File: src/rtl/spw_tx_char_serializer_if.sv
// ----------------------------------------------------------------------------
// spw_tx_char_serializer_if
//   Character-level handshake between the link FSM / TX FIFO and the SpaceWire
//   transmit character serializer.
//
//   fct_req        link FSM -> serializer  request one FCT, held until fct_ack
//   fct_ack        serializer -> link FSM  1-cycle pulse when the FCT is loaded
//   tx_valid       FIFO -> serializer      N-char available
//   tx_is_control  FIFO -> serializer      1 = EOP/EEP (code in tx_data[1:0])
//   tx_data        FIFO -> serializer      data byte or control code
//   tx_ready       serializer -> FIFO      N-char taken when tx_valid & tx_ready
//
//   master: link FSM / FIFO side.  slave: serializer side.
// ----------------------------------------------------------------------------
interface spw_tx_char_serializer_if;
    logic       fct_req;
    logic       fct_ack;
    logic       tx_valid;
    logic       tx_is_control;
    logic [7:0] tx_data;
    logic       tx_ready;

    modport master (
        output fct_req,
        output tx_valid,
        output tx_is_control,
        output tx_data,
        input  fct_ack,
        input  tx_ready
    );

    modport slave (
        input  fct_req,
        input  tx_valid,
        input  tx_is_control,
        input  tx_data,
        output fct_ack,
        output tx_ready
    );
endinterface

File: src/rtl/spw_tx_char_serializer.sv
// ----------------------------------------------------------------------------
// spw_tx_char_serializer
//   SpaceWire transmit character serializer. At each character slot it picks
//   the next character by priority [time-code] > FCT > N-char > NULL, adds odd
//   parity, and shifts it out one bit per tx_bit_en on the Data/Strobe pair.
//
// Ports
//   tx_clk      in   transmit clock, all logic on posedge
//   tx_resetn   in   asynchronous active-low reset
//   tx_enable   in   link FSM permits transmission; low = disconnect
//   tx_bit_en   in   bit-rate strobe, one bit shifted per high cycle
//   tick_in     in   (TX_TIME_CODE_EN only) latch time_in for sending
//   time_in     in   (TX_TIME_CODE_EN only) time-code value
//   chr_if      slave modport of spw_tx_char_serializer_if (FCT / N-char)
//   tx_dout     out  registered SpaceWire Data line
//   tx_sout     out  registered SpaceWire Strobe line
//
// Configuration
//   TX_TIME_CODE_EN  define to add time-code transmission (ESC + data char).
// ----------------------------------------------------------------------------
module spw_tx_char_serializer (
    input  logic                      tx_clk,
    input  logic                      tx_resetn,
    input  logic                      tx_enable,
    input  logic                      tx_bit_en,
`ifdef TX_TIME_CODE_EN
    input  logic                      tick_in,
    input  logic [7:0]                time_in,
`endif
    spw_tx_char_serializer_if.slave   chr_if,
    output logic                      tx_dout,
    output logic                      tx_sout
);

    localparam logic [1:0] CODE_FCT = 2'd0;
    localparam logic [1:0] CODE_ESC = 2'd3;

    typedef enum logic {DISABLED, SEND} state_t;

    state_t     state;
    logic [3:0] bit_cnt;
    logic [3:0] term_cnt;
    logic [8:0] shreg;
    logic       acc;
    logic       null_fct;     // FCT half of a NULL still owed

`ifdef TX_TIME_CODE_EN
    logic       tc_pend;
    logic       tc_dat_pend;  // data half of a time-code still owed
    logic [7:0] time_reg;
    logic [7:0] tc_byte;
    logic       tc_esc_sel;
`endif

    logic       slot;
    logic       fct_win;
    logic       nchar_win;
    logic       start_null;
    logic       ld_ctrl;
    logic [1:0] ld_code;
    logic [7:0] ld_byte;
    logic       ld_par;
    logic       ld_acc;
    logic [8:0] ld_shreg;
    logic [3:0] ld_term;
    logic       nxt_bit;

    // bit_cnt == term_cnt also holds after disable (both zero), so the first
    // tx_bit_en in SEND is a slot without a separate "first char" flag.
    assign slot = (state == SEND) && tx_enable && tx_bit_en && (bit_cnt == term_cnt);

    // Character selection; atomic second halves outrank new requests.
    always_comb begin
        fct_win    = 1'b0;
        nchar_win  = 1'b0;
        start_null = 1'b0;
        ld_ctrl    = 1'b1;
        ld_code    = CODE_ESC;
        ld_byte    = '0;
`ifdef TX_TIME_CODE_EN
        tc_esc_sel = 1'b0;
`endif
        if (null_fct) begin
            ld_code = CODE_FCT;
        end
`ifdef TX_TIME_CODE_EN
        else if (tc_dat_pend) begin
            ld_ctrl = 1'b0;
            ld_byte = tc_byte;
        end
        else if (tc_pend) begin
            tc_esc_sel = 1'b1;
        end
`endif
        else if (chr_if.fct_req) begin
            ld_code = CODE_FCT;
            fct_win = 1'b1;
        end
        else if (chr_if.tx_valid) begin
            nchar_win = 1'b1;
            ld_ctrl   = chr_if.tx_is_control;
            ld_code   = chr_if.tx_data[1:0];
            ld_byte   = chr_if.tx_data;
        end
        else begin
            start_null = 1'b1;
        end
    end

    // Shift register holds the bits after P, next-out at bit 0.
    always_comb begin
        ld_par = 1'b1 ^ acc ^ ld_ctrl;
        if (ld_ctrl) begin
            ld_shreg = {6'b0, ld_code[0], ld_code[1], 1'b1};
            ld_acc   = ^ld_code;
            ld_term  = 4'd3;
        end else begin
            ld_shreg = {ld_byte, 1'b0};
            ld_acc   = ^ld_byte;
            ld_term  = 4'd9;
        end
        nxt_bit = slot ? ld_par : shreg[0];
    end

    assign chr_if.tx_ready = slot && nchar_win;

    always_ff @(posedge tx_clk or negedge tx_resetn) begin
        if (!tx_resetn) begin
            state          <= DISABLED;
            tx_dout        <= 1'b0;
            tx_sout        <= 1'b0;
            chr_if.fct_ack <= 1'b0;
            acc            <= 1'b0;
            shreg          <= '0;
            bit_cnt        <= '0;
            term_cnt       <= '0;
            null_fct       <= 1'b0;
`ifdef TX_TIME_CODE_EN
            tc_pend        <= 1'b0;
            tc_dat_pend    <= 1'b0;
            time_reg       <= '0;
            tc_byte        <= '0;
`endif
        end else begin
            chr_if.fct_ack <= 1'b0;
`ifdef TX_TIME_CODE_EN
            // A tick coinciding with an ESC load re-arms for a new time-code.
            if (tick_in) begin
                tc_pend  <= 1'b1;
                time_reg <= time_in;
            end else if (slot && tc_esc_sel) begin
                tc_pend  <= 1'b0;
            end
`endif
            if (!tx_enable) begin
                state    <= DISABLED;
                tx_dout  <= 1'b0;
                tx_sout  <= 1'b0;
                acc      <= 1'b0;
                shreg    <= '0;
                bit_cnt  <= '0;
                term_cnt <= '0;
                null_fct <= 1'b0;
`ifdef TX_TIME_CODE_EN
                tc_dat_pend <= 1'b0;
`endif
            end else begin
                case (state)
                    DISABLED: state <= SEND;
                    SEND: begin
                        if (tx_bit_en) begin
                            tx_dout <= nxt_bit;
                            if (nxt_bit == tx_dout)
                                tx_sout <= ~tx_sout;
                            if (slot) begin
                                shreg          <= ld_shreg;
                                bit_cnt        <= '0;
                                term_cnt       <= ld_term;
                                acc            <= ld_acc;
                                null_fct       <= start_null;
                                chr_if.fct_ack <= fct_win;
`ifdef TX_TIME_CODE_EN
                                tc_dat_pend    <= tc_esc_sel;
                                if (tc_esc_sel)
                                    tc_byte <= time_reg;
`endif
                            end else begin
                                shreg   <= {1'b0, shreg[8:1]};
                                bit_cnt <= bit_cnt + 4'd1;
                            end
                        end
                    end
                    default: state <= DISABLED;
                endcase
            end
        end
    end

endmodule
File: src/flat_wrapper.sv
// flat-port wrapper written by rule: the top's interface ports become plain ports
module spw_tx_char_serializer_flat 
  (tx_clk, tx_resetn, tx_enable, tx_bit_en, tx_dout, tx_sout, chr_if_fct_req, chr_if_tx_valid, chr_if_tx_is_control, chr_if_tx_data, chr_if_fct_ack, chr_if_tx_ready);
  spw_tx_char_serializer_if chr_if_i ();
  input  logic tx_clk;
  input  logic tx_resetn;
  input  logic tx_enable;
  input  logic tx_bit_en;
  output logic tx_dout;
  output logic tx_sout;
  input wire logic [$bits(chr_if_i.fct_req)-1:0] chr_if_fct_req;
  input wire logic [$bits(chr_if_i.tx_valid)-1:0] chr_if_tx_valid;
  input wire logic [$bits(chr_if_i.tx_is_control)-1:0] chr_if_tx_is_control;
  input wire logic [$bits(chr_if_i.tx_data)-1:0] chr_if_tx_data;
  output wire logic [$bits(chr_if_i.fct_ack)-1:0] chr_if_fct_ack;
  output wire logic [$bits(chr_if_i.tx_ready)-1:0] chr_if_tx_ready;
  assign chr_if_i.fct_req = chr_if_fct_req;
  assign chr_if_i.tx_valid = chr_if_tx_valid;
  assign chr_if_i.tx_is_control = chr_if_tx_is_control;
  assign chr_if_i.tx_data = chr_if_tx_data;
  assign chr_if_fct_ack = chr_if_i.fct_ack;
  assign chr_if_tx_ready = chr_if_i.tx_ready;
  spw_tx_char_serializer u_core (.tx_clk(tx_clk), .tx_resetn(tx_resetn), .tx_enable(tx_enable), .tx_bit_en(tx_bit_en), .chr_if(chr_if_i), .tx_dout(tx_dout), .tx_sout(tx_sout));
endmodule
File: config.mk
export PLATFORM = sky130hd
export DESIGN_NAME = spw_tx_char_serializer_flat
export DESIGN_NICKNAME = d
export VERILOG_FILES = /design/src/rtl/spw_tx_char_serializer_if.sv /design/src/rtl/spw_tx_char_serializer.sv /design/src/flat_wrapper.sv
export SDC_FILE = /design/constraint.sdc
export NUM_CORES = 1
export LEC_CHECK = 0
export ABC_AREA = 1
export CAP_MARGIN = 20
export CORE_MARGIN = 1
export CORE_UTILIZATION = 35
export CTS_BUF_LIST = sky130_fd_sc_hd__clkbuf_8
export DETAILED_ROUTE_END_ITERATION = 6
export SETUP_SLACK_MARGIN = 0.05
export SLEW_MARGIN = 30
export SYNTH_ARGS = -nofsm -noshare
export SYNTH_HDL_FRONTEND = slang
export SYNTH_SLANG_ARGS = --single-unit
export TNS_END_PERCENT = 20
File: constraint.sdc
create_clock -name tx_clk -period 1.4 [get_ports tx_clk]
set_clock_uncertainty 0.15 [all_clocks]
set_input_delay 0.28 -clock tx_clk [delete_from_list [all_inputs] [get_ports tx_clk]]
set_output_delay 0.28 -clock tx_clk [all_outputs]
set_load 0.005 [all_outputs]
# == After elaboration in Yosys (flattened, before gate mapping) ==
# Cells that the tools add are included.
# op_classes
eq_ne,6
n_mux,53
addsub,1
reduce_logical,9
n_bitwise,3
# op_table
operator,n
9-bit two-way mux,5
4-bit two-way mux,9
1-bit two-way mux,33
8-bit two-way mux,3
2-bit by 1-bit inequality test with 1-bit output (second input constant),4
8-bit XOR reduction,1
2-bit two-way mux,3
3-bit AND reduction,2
4-bit by 1-bit adder with 4-bit output (second input constant),1
4-bit equality test,1
1-bit logical AND,4
1-bit NOT,2
2-bit AND reduction,1
2-bit XOR reduction,1
1-bit equality test,1
1-bit bitwise XOR,1
# totals
inputBits,15
ff_bits,23
wordCells,81
output_inout_bits,4

# == Depth between registers and ports, before layout ==
# Gate-level depths: netlist (run 1).
# depth
word_depth,10
mapped_depth,12
depth_no_buf,12

# == Worst setup path after synthesis (run 1) ==
# No wires, ideal clock.
# synth_timing
path_type,flip-flop to flip-flop
start,reg u_core.null_fct
end,reg u_core.tx_sout
stages_incl_launch_ff,11
required_time_ns,1.133
n_path_buf,0
setup_time_ns,0.117
arrival_ns,1.147
slack_ns,-0.014
synth_period_minus_slack_ns,1.414
path_cell_list,dfrtp_1 > nor2_4 > nand3_4 > nand2_1 > nand2_1 > nand3_1 > nand3_1 > nand3_2 > nand2_1 > nand2_1 > nand2_1
# synth_between
elab_chain_len,6
# synth_rtl
item,line,text
"start, declared",spw_tx_char_serializer.sv:45,logic null_fct;
"start signal, assigned",spw_tx_char_serializer.sv:180,null_fct <= start_null;
1-bit two-way mux,spw_tx_char_serializer.sv:83,if (null_fct) begin
1-bit bitwise XOR,spw_tx_char_serializer.sv:112,ld_par = 1'b1 ^ acc ^ ld_ctrl;
1-bit two-way mux,spw_tx_char_serializer.sv:122,nxt_bit = slot ? ld_par : shreg[0];
1-bit equality test,spw_tx_char_serializer.sv:173,if (nxt_bit == tx_dout)
2-bit by 1-bit inequality test with 1-bit output (no source line),n/a,
3-bit AND reduction (no source line),n/a,
"end signal, assigned",spw_tx_char_serializer.sv:174,tx_sout <= ~tx_sout;
"end, declared",spw_tx_char_serializer.sv:32,output logic tx_sout
# Every way passes these cells.
# A chain may end at the register's enable or synchronous reset.

# == Worst setup path after layout (run 1) ==
# layout_timing
start,reg u_core.term_cnt[0]
end,out chr_if_tx_ready
# layout_between
elab_chain_len,3
# layout_rtl
item,line,text
"start, declared",spw_tx_char_serializer.sv:42,logic [3:0] term_cnt;
"start signal, assigned",spw_tx_char_serializer.sv:178,term_cnt <= ld_term;
4-bit equality test,spw_tx_char_serializer.sv:70,assign slot = (state == SEND) && tx_enable && tx_bit_en && (bit_cnt == term_cnt);
1-bit logical AND,spw_tx_char_serializer.sv:70,
1-bit logical AND,spw_tx_char_serializer.sv:125,assign chr_if.tx_ready = slot && nchar_win;
"end, declared",flat_wrapper.sv:16,output wire logic [$bits(chr_if_i.tx_ready)-1:0] chr_if_tx_ready;
# Every way passes these cells.

==> results of run 1 <==
sequential cells by signal, summed over array words and instances, names as in the netlist:
| signal | count |
|---|---|
| u_core.null_fct | 1 |
| u_core.state | 1 |
| u_core.tx_dout | 1 |
| u_core.term_cnt | 3 |
| u_core.acc | 1 |
| u_core.tx_sout | 1 |
| u_core.chr_if.fct_ack | 1 |
| u_core.shreg | 9 |
| u_core.bit_cnt | 4 |
power by group:
group	internal [uW]	switching [uW]
sequential	694	41.3
combinational	329	313
clock	250	205
stage by stage:
stage	cell area, um^2	setup slack [ps]	utilization [%]
6_report	1860	-267	59.0
5_1_grt	1860	-349	59.0
4_1_cts	1800	-310	57.2
2_1_floorplan	1200	-13.8	-
3_5_place_dp	1670	-787	52.9
3_3_place_gp	1670	-797	52.9
cell usage in the layout (no fill, tap or decap), types with 2 or more instances in the layout:
| master | n |
|---|---|
| sky130_fd_sc_hd__clkdlybuf4s50_1 | 10 |
| sky130_fd_sc_hd__o21ai_0 | 2 |
| sky130_fd_sc_hd__clkbuf_8 | 4 |
| sky130_fd_sc_hd__o21ai_2 | 4 |
| sky130_fd_sc_hd__nor2_2 | 2 |
| sky130_fd_sc_hd__dfrtp_1 | 22 |
| sky130_fd_sc_hd__o221ai_2 | 3 |
| sky130_fd_sc_hd__dlygate4sd2_1 | 4 |
| sky130_fd_sc_hd__inv_2 | 6 |
| sky130_fd_sc_hd__xnor2_1 | 3 |
| sky130_fd_sc_hd__nand3_2 | 2 |
| sky130_fd_sc_hd__nand2_4 | 3 |
| sky130_fd_sc_hd__o21ai_1 | 3 |
| sky130_fd_sc_hd__buf_6 | 3 |
| sky130_fd_sc_hd__nor2_4 | 5 |
| sky130_fd_sc_hd__nand2_2 | 6 |
| sky130_fd_sc_hd__inv_1 | 18 |
| sky130_fd_sc_hd__nor2_1 | 6 |
| sky130_fd_sc_hd__o211ai_1 | 2 |
| sky130_fd_sc_hd__nand2_1 | 24 |
| sky130_fd_sc_hd__nand3_1 | 9 |
| sky130_fd_sc_hd__buf_4 | 31 |
| sky130_fd_sc_hd__xor2_1 | 4 |
| sky130_fd_sc_hd__o221ai_1 | 4 |
repair_timing:
item,in CTS,in global routing
pin swaps,8,7
endpoints found under the setup margin,25,24
gates resized for setup,31,19
buffers inserted,3,2
final timing paths:
path                                           startpoint                            end  slack (ps)
setup / recovery           u_core.term_cnt[0]$_DFFE_PN0P_                chr_if_tx_ready        -270
hold / removal                                  tx_resetn    u_core.null_fct$_DFFE_PN0P_         220
setup reg to reg           u_core.term_cnt[0]$_DFFE_PN0P_    u_core.shreg[1]$_DFFE_PN0P_        -220
hold reg to reg               u_core.shreg[2]$_DFFE_PN0P_    u_core.shreg[2]$_DFFE_PN0P_         350
max in group asynchronous                       tx_resetn  u_core.bit_cnt[1]$_DFFE_PN0P_         740
min in group tx_clk                             tx_enable         u_core.state$_DFF_PN0_         310
layer usage:
layer	up-vias	track usage, %
met4	0	2.92
li1	570	-
met2	24	30.6
met3	2	3.20
met1	539	22.2
met5	-	0
cell type report:
type,count,area [um^2]
multi-input cells,92,644
flip-flops and latches,22,551
well taps,44,55.1
repair buffers,53,454
clock buffers,4,55.1
fillers,290,1290
inverters,26,101
cells by family (layout without fill, tap and decap cells):
| family | Yosys count | after routing | share of synthesized area, % |
|---|---|---|---|
| AND/OR/NAND/NOR | 60 | 60 | 25.2 |
| buffers and inverters | 27 | 83 | 8.57 |
| AO/OA/AOI/OAI | 23 | 23 | 13.4 |
| flip-flops | 22 | 22 | 46.0 |
| XOR/XNOR | 8 | 8 | 5.85 |
| adder cells (fa/ha/maj) | 1 | 1 | 1.04 |
==> results.cfg, run 1 <==
[run_status]
outcome = finished, violations left
violations_in_the_final_reports = setup timing

[grt]
grt_pass1_wl_um = 4690
global_route.usage.total_pct = 17.2
largest_net_degree_at_the_start_of_global_routing = 23
globalRoute.totalOverflow = 0
vias_in_the_first_global_route = 1100
antenna_found_initial = 0

[placement]
gp_routability_congestion = 0.802
port_buffers = 18
dpl.cell_count = 232
placed_wire_length_estimate_after_detailed_placement_um = 2100

[clocking]
clock_sink_count = 22
h-tree-depth = 1
cts.path.max_buffers = 2
cts_hold_buf = 0
cts_tree = built
worst_skew_pair.late_latency_ps = 260
number_of_buffers_added_by_the_clock_tree_synthesis_step = 3
cts.clk_slew.worst_paths_ps = 80
buffer_cell_driving_the_clock_tree_root = sky130_fd_sc_hd__clkbuf_8

[timing]
max_slew_margin_pct = 85.2
timing.final.crit_period_ps = 1670
setup-tns-final_ps = -2070
fin_hold_ws_ps = 215
report.final.setup_viol = 20
timing.final.hold_violations = 0
report.final.slew_viol_count = 0
maxClockFrequency_mhz = 600
worst_slew_pin_slew_ps = 222
setup_repair_after_global_routing_missed_its_margin = true
fin_crit_sh_pct = 119
setup_ws_ps = -267

[floorplan]
placeableCoreArea_um2 = 3150
die_height_um = 60.5
floorplan.die.width_um = 60.5
cell_rows = 20
floorplan.initialDensity_pct = 38.0
total_i_o_pin_count = 19
dieArea_um2 = 3660

[drt]
wl_met3_um = 102
detail_route.drc_violations = 0
first_pass_iters = 4
ant_nets = 0
vias = 1135
metal2_wl_um = 1470
detail_route.wirelength_um = 2820
wirelength_met1_um = 1240
vias_per_cell = 4.71
dr.max_layer_used = met4
drt_first_iter_violations = 44
wl_per_cell_um = 11.7

[synth]
synth_largest_area_cell = sky130_fd_sc_hd__dfrtp_1
synth_async_sr_flop_share_pct = 100
yosys_register_bits = 22
synthesis.instances = 141
ys_top_cells_by_count = 29 x sky130_fd_sc_hd__nand2_1, 22 x sky130_fd_sc_hd__dfrtp_1, 22 x sky130_fd_sc_hd__inv_1
synth_seq_area_share_pct = 46.0
synth_edf_count = 0
library_cells_used_by_synthesis = 28
syn-mean-instance-area_um2 = 8.49
synth.top_cells.by_area = sky130_fd_sc_hd__dfrtp_1 46%, sky130_fd_sc_hd__nand2_1 9.1%, sky130_fd_sc_hd__inv_1 6.9%
ys.flop_type = sky130_fd_sc_hd__dfrtp_1
share_of_the_synthesized_area_in_the_top_cell_type_pct = 46.0
yosys_warnings = 0
synth.most_common_cell = sky130_fd_sc_hd__nand2_1
total_nets_after_synthesis = 157
synthesis.area_um2 = 1200

[power]
fin_total_pwr_uw = 1830
power_density_nw_per_um2 = 985
max-vdd-ir-drop_mv = 0.459
static-leakage-power_uw = 0.000907

[worst_setup_path]
worst_ep_required_time_ps = 970
crit_path_cell_trace = inv_1, nand2_1, nand3_2, nor2_4, nand2_4, nor2_2, buf_2
path_depth = 7
critPathBufInv = 2
end_kind = output port
cp_slowest_stage_delay_ps = 380
largest_fanout_on_the_critical_path = 2
critical_path_arrival_ps = 1240
cp_top_family = simple AND/OR/NAND/NOR gates
critPathKind = flip-flop to output port
critical-path-slowest-cell = sky130_fd_sc_hd__dfrtp_1
r2r.worst_path.cells = 10
setup.worst_path.start_class = flip-flop

[layout]
layout.cells.non_filler = 241
syn2layout_area_growth_pct = 55.4
finish.net_count = 214
antenna_cells = 0
layout-drive-gt1-share_pct = 40.1

[run]
maxCapViolations = 0

[worst_hold_path]
type_of_the_tightest_min_delay_check = input port to async pin
Note: power is estimated with default switching activity, not from simulation.
==> run 2: changes to the inputs <==
--- a/config.mk
+++ b/config.mk
@@ -6,10 +6,12 @@
 export NUM_CORES = 1
 export LEC_CHECK = 0
 export ABC_AREA = 1
+export ABC_CLOCK_PERIOD_IN_PS = 1400
 export CAP_MARGIN = 20
 export CORE_MARGIN = 1
 export CORE_UTILIZATION = 35
 export CTS_BUF_LIST = sky130_fd_sc_hd__clkbuf_8
+export CTS_CLUSTER_SIZE = 14
 export DETAILED_ROUTE_END_ITERATION = 6
 export SETUP_SLACK_MARGIN = 0.05
 export SLEW_MARGIN = 30
==> results of run 2 <==
Final layout, timing and power as in run 1 (identical DEF).
